--- src/rtl/packet_injector.sv ---
// Per-node traffic source: LFSR-driven packet generation into a small FIFO with valid/ready output.
// Optional statistics counters are built when PACKET_INJECTOR_STATS_EN is defined.
module packet_injector #(
    parameter int unsigned MAX_CYCLE_WIDTH = 5,
    parameter int unsigned NODE_ID_WIDTH   = 4,
    parameter int unsigned NODE_ID         = 0,
    parameter int unsigned FIFO_DEPTH      = 4,
    parameter logic [8:0]  INJECTION_RATE  = 9'd128,
    parameter logic [15:0] LFSR_SEED       = 16'hACE1
) (
    input  logic                                         clk,
    input  logic                                         reset_n,
    input  logic [1:0]                                   state,
    input  logic [MAX_CYCLE_WIDTH-1:0]                   current_cycle,
    output logic                                         out_valid,
    input  logic                                         out_ready,
    output logic [2*NODE_ID_WIDTH+MAX_CYCLE_WIDTH-1:0]   out_data,
    output logic                                         drained,
    output logic [15:0]                                  injected_count,
    output logic [15:0]                                  dropped_count
);

    localparam int unsigned PKT_W = 2 * NODE_ID_WIDTH + MAX_CYCLE_WIDTH;
    localparam int unsigned PTR_W = $clog2(FIFO_DEPTH);
    localparam int unsigned CNT_W = PTR_W + 1;

    localparam logic [1:0]  ST_RUN    = 2'b01;
    localparam logic [1:0]  ST_DRAIN  = 2'b10;
    localparam logic [15:0] LFSR_MASK = 16'hB400;

    logic [15:0]            r_lfsr;
    logic [PKT_W-1:0]       r_mem [FIFO_DEPTH];
    logic [PTR_W-1:0]       r_wr_ptr;
    logic [PTR_W-1:0]       r_rd_ptr;
    logic [CNT_W-1:0]       r_count;

    logic [15:0]            w_lfsr_next;
    logic                   w_gen;
    logic [NODE_ID_WIDTH-1:0] w_dst_raw;
    logic [NODE_ID_WIDTH-1:0] w_dst;
    logic [PKT_W-1:0]       w_pkt;
    logic                   w_pop;
    logic                   w_full;
    logic                   w_push;

    // Galois step and injection decision, both taken from the pre-advance LFSR value
    assign w_lfsr_next = {1'b0, r_lfsr[15:1]} ^ (r_lfsr[0] ? LFSR_MASK : 16'h0000);
    assign w_gen       = (state == ST_RUN) && ({1'b0, r_lfsr[15:8]} < INJECTION_RATE);

    // A destination equal to our own address is nudged to a neighbour
    assign w_dst_raw = r_lfsr[NODE_ID_WIDTH-1:0];
    assign w_dst     = (w_dst_raw == NODE_ID_WIDTH'(NODE_ID)) ?
                       (w_dst_raw ^ NODE_ID_WIDTH'(1)) : w_dst_raw;
    assign w_pkt     = {NODE_ID_WIDTH'(NODE_ID), w_dst, current_cycle};

    assign w_pop  = (r_count != '0) && out_ready;
    assign w_full = (r_count == CNT_W'(FIFO_DEPTH));
    assign w_push = w_gen && (!w_full || w_pop);

    always_ff @(posedge clk) begin
        if (!reset_n) begin
            r_lfsr <= LFSR_SEED;
        end else begin
            r_lfsr <= w_lfsr_next;
        end
    end

    always_ff @(posedge clk) begin
        if (!reset_n) begin
            r_wr_ptr <= '0;
            r_rd_ptr <= '0;
            r_count  <= '0;
        end else begin
            if (w_push) begin
                r_wr_ptr <= r_wr_ptr + PTR_W'(1);
            end
            if (w_pop) begin
                r_rd_ptr <= r_rd_ptr + PTR_W'(1);
            end
            case ({w_push, w_pop})
                2'b10:   r_count <= r_count + CNT_W'(1);
                2'b01:   r_count <= r_count - CNT_W'(1);
                default: r_count <= r_count;
            endcase
        end
    end

    // Storage needs no reset: entries are only visible once the count covers them
    always_ff @(posedge clk) begin
        if (w_push) begin
            r_mem[r_wr_ptr] <= w_pkt;
        end
    end

    assign out_valid = (r_count != '0);
    assign out_data  = r_mem[r_rd_ptr];
    assign drained   = (state == ST_DRAIN) && (r_count == '0);

`ifdef PACKET_INJECTOR_STATS_EN
    logic        w_drop;
    logic [15:0] r_injected;
    logic [15:0] r_dropped;

    assign w_drop = w_gen && !w_push;

    always_ff @(posedge clk) begin
        if (!reset_n) begin
            r_injected <= 16'd0;
            r_dropped  <= 16'd0;
        end else begin
            if (w_push && (r_injected != 16'hFFFF)) begin
                r_injected <= r_injected + 16'd1;
            end
            if (w_drop && (r_dropped != 16'hFFFF)) begin
                r_dropped <= r_dropped + 16'd1;
            end
        end
    end

    assign injected_count = r_injected;
    assign dropped_count  = r_dropped;
`else
    assign injected_count = 16'd0;
    assign dropped_count  = 16'd0;
`endif

endmodule

--- config.mk ---
export PLATFORM = sky130hd
export DESIGN_NAME = packet_injector
export DESIGN_NICKNAME = d
export VERILOG_FILES = /design/src/rtl/packet_injector.sv
export SDC_FILE = /design/constraint.sdc
export NUM_CORES = 1
export LEC_CHECK = 0
export BUFFER_PORTS_ARGS = -buffer_cell sky130_fd_sc_hd__buf_4
export CAP_MARGIN = 30
export CELL_PAD_IN_SITES_DETAIL_PLACEMENT = 1
export CELL_PAD_IN_SITES_GLOBAL_PLACEMENT = 1
export CORE_ASPECT_RATIO = 1.2
export CORE_MARGIN = 2
export CORE_UTILIZATION = 40
export DETAILED_ROUTE_END_ITERATION = 16
export GPL_ROUTABILITY_DRIVEN = 0
export PLACE_DENSITY_LB_ADDON = 0.1
export SETUP_SLACK_MARGIN = 0.2
export SLEW_MARGIN = 20
export SYNTH_ARGS = -nofsm -noshare
export SYNTH_HDL_FRONTEND = slang
export SYNTH_SLANG_ARGS = --single-unit
export TNS_END_PERCENT = 10
--- constraint.sdc ---
create_clock -name clk -period 3 [get_ports clk]
set_clock_uncertainty 0.05 [all_clocks]
set_input_delay 0.15 -clock clk [delete_from_list [all_inputs] [get_ports clk]]
set_output_delay 0.15 -clock clk [all_outputs]
set_load 0.01 [all_outputs]
==> out/results.txt <==
highest metal used: met4
Post-synth EDFFs: 36
die height: 91.2 um
area grow syn2layout: 12.8%
required time of the critical path: 3.19 ns
post-route ant nets: 0
routed wire length: 4110 um
vias: 1,210
Slew Limit Fails: 0
Worst Path Arrival: 2.56 ns
worst skew pair latency: 0.33 ns
unrepaired setup endpoints after global routing: false
fraction of layout cells with a size suffix above 1: 0.219
Unique masters post-synth: 28
die area: 7000 um2
Warnings, synthesis: 0
final setup fails: 0
ys flop type: edfxtp_1
CTS Buf Count: 9
total track usage: 0.128
Avg Cell Area, Syn: 14.6 um2
initial antenna violation count: 0
Root Buffer: clkbuf_8
clock transition at the registers of the reported paths: 0.06 ns
leading post-synthesis cells by cell area: edfxtp_1, dfxtp_1, buf_4
Cell Area, Synth: 2540 um2
kind of critical path: reg2reg
number of clock sinks: 61
register bit total from synthesis: 61
Max Freq: 0.421 GHz
crit end category: register
ANT cells: 0
Final period util: 0.792
crit path cell chain: nor4b_2 -> nor4b_4 -> inv_1 -> ha_1 -> inv_1 -> fa_1 -> xor2_1 -> or3_1 -> a21boi_0
min Tclk post-route: 2.38 ns
Max Cap Viol: 0
share of the yosys chip area belonging to registers: 0.624
LEAKAGE: 0.00106 uW
drt via density: 4.14
Non-Filler Instances: 292
Fillers: 656
met3 wire length: 114 um
Worst Hold Class: in2reg
Post-Place Cells: 271
final std cell area, no fill: 2860 um2
CP startpoint kind: register
Cells after Synth: 174
Post-synth ARST share: 0
Most common cell on crit path: inv_1
CP Max Fanout: 7
DR iter-0 viols: 44
drt drc: 0
routed len/inst: 14.1 um
Max IR drop VDD: 0.000314 V
Least-Margin Pin Slew: 0.649 ns
number of global-route vias before repair: 1,340
Initial Utilization: 0.416
register area: 1580 um2
Power per Cell Area: 601 nW/um2
combined area of the multi-input logic cells: 777 um2
CTS tree: yes
setup bufs post-CTS: 0
metal2 WL: 2320 um
CP max-delay cell: nor4b_2
most frequent cells in the layout: conb_1, edfxtp_1, dfxtp_1
Detailed Place HPWL: 2830 um
Placed Area: 2630 um2
nets@finish: 221
drt first pass iters: 5
count of final hold-check violations: 0
Die W: 76.7 um
largest net degree at the start of global routing: 27
setup TNS: 0 ns
Clock Path Buffers: 2
run status: finished clean
Max H-tree Level: 3
grt total ovfl: 0
I/O pin count: 57
WL met1: 1640 um
cell accounting for the most synthesized area: edfxtp_1
PortBufs: 20
first-pass GRT wire length: 6600 um
core box area: 6090 um2
worst stage delay on the critical path: 0.40 ns
Yosys top cell area share: 0.426
Slew HR: 0.567
Rows: 31
what timing repair did:
action,CTS,global route
hold buffers,5,0
endpoints found under the hold margin,20,0
resized for setup,0,0
registers in the layout, summed over array words and instances (netlist names), named ones only:
register / cells
r_count: 3
r_lfsr: 16
r_mem: 36
r_rd_ptr: 2
r_wr_ptr: 2
per-layer routing:
layer  vias to the layer above  GRT usage
li1                        588          -
met1                       592      0.134
met2                        24      0.226
met3                         6     0.0328
met4                         0     0.0818
met5                         -          0
cells in the mapped netlist (2+ instances only):
| master | number |
|---|---|
| xnor2_1 | 5 |
| ha_1 | 5 |
| nand2b_1 | 6 |
| mux2i_1 | 2 |
| and2_1 | 15 |
| buf_4 | 36 |
| mux4_2 | 9 |
| o21ai_0 | 2 |
| nand2_1 | 7 |
| nor2b_1 | 2 |
| dfxtp_1 | 25 |
| or3_1 | 2 |
| edfxtp_1 | 36 |
| xor2_1 | 2 |
| clkbuf_1 | 2 |
| inv_1 | 6 |
worst max-delay path, delay by kind of cell, from the launching register on:
family	cells	cell delay, ns
and+or+nand+nor	3	0.83
adders and majority gates	2	0.54
DFF	1	0.36
AOI/OAI and AO/OA	1	0.20
xor gates and xnor gates	1	0.16
buffers and inverters	2	0.14
power by group:
group	switching, uW	total [uW]	internal, uW	leakage, uW
combinational	75.9	157	81.0	0.000445
sequential	26.9	938	911	0.000528
clock	289	625	336	0.0000902
total	392	1720	1330	0.00106
cell type report:
type	count	area share
sequential	61	0.553
multi-input combinational	102	0.272
timing repair buffer	25	0.0700
clock buffer	11	0.0529
tap	82	0.0359
clock inverter	5	0.00875
inverter	6	0.00787
worst paths after layout:
path	from	endpoint	slack, ns	cells past startpoint
max reg2reg	r_count[0]	r_count[2]	0.62	9
min reg2reg	r_lfsr[7]	r_lfsr[6]	0.37	1
min	reset_n	r_lfsr[13]	0.06	2
max	r_count[0]	r_count[2]	0.62	9
per-stage QoR:
step                setup slack [ns]  hold WS, ns   util  total power [uW]
global route                   0.466       0.0821  0.470              1810
detailed placement             0.587        0.308  0.433              1110
CTS                            0.577       0.0566  0.470              1750
floorplan                      0.856        0.173      -              1090
global placement               0.803        0.302  0.433              1100
finish                         0.625       0.0628  0.470              1720
logic make-up after synthesis:
family,Yosys count,share of synthesized area
adder cells (fa/ha/maj),6,0.0326
flip-flops,61,0.624
XOR/XNOR,7,0.0242
AO/OA/AOI/OAI,5,0.0138
AND/OR/NAND/NOR,37,0.0947
other,1,0.00148
multiplexers,11,0.0878
buffers and inverters,46,0.122
(Power assumes the default switching activity.)
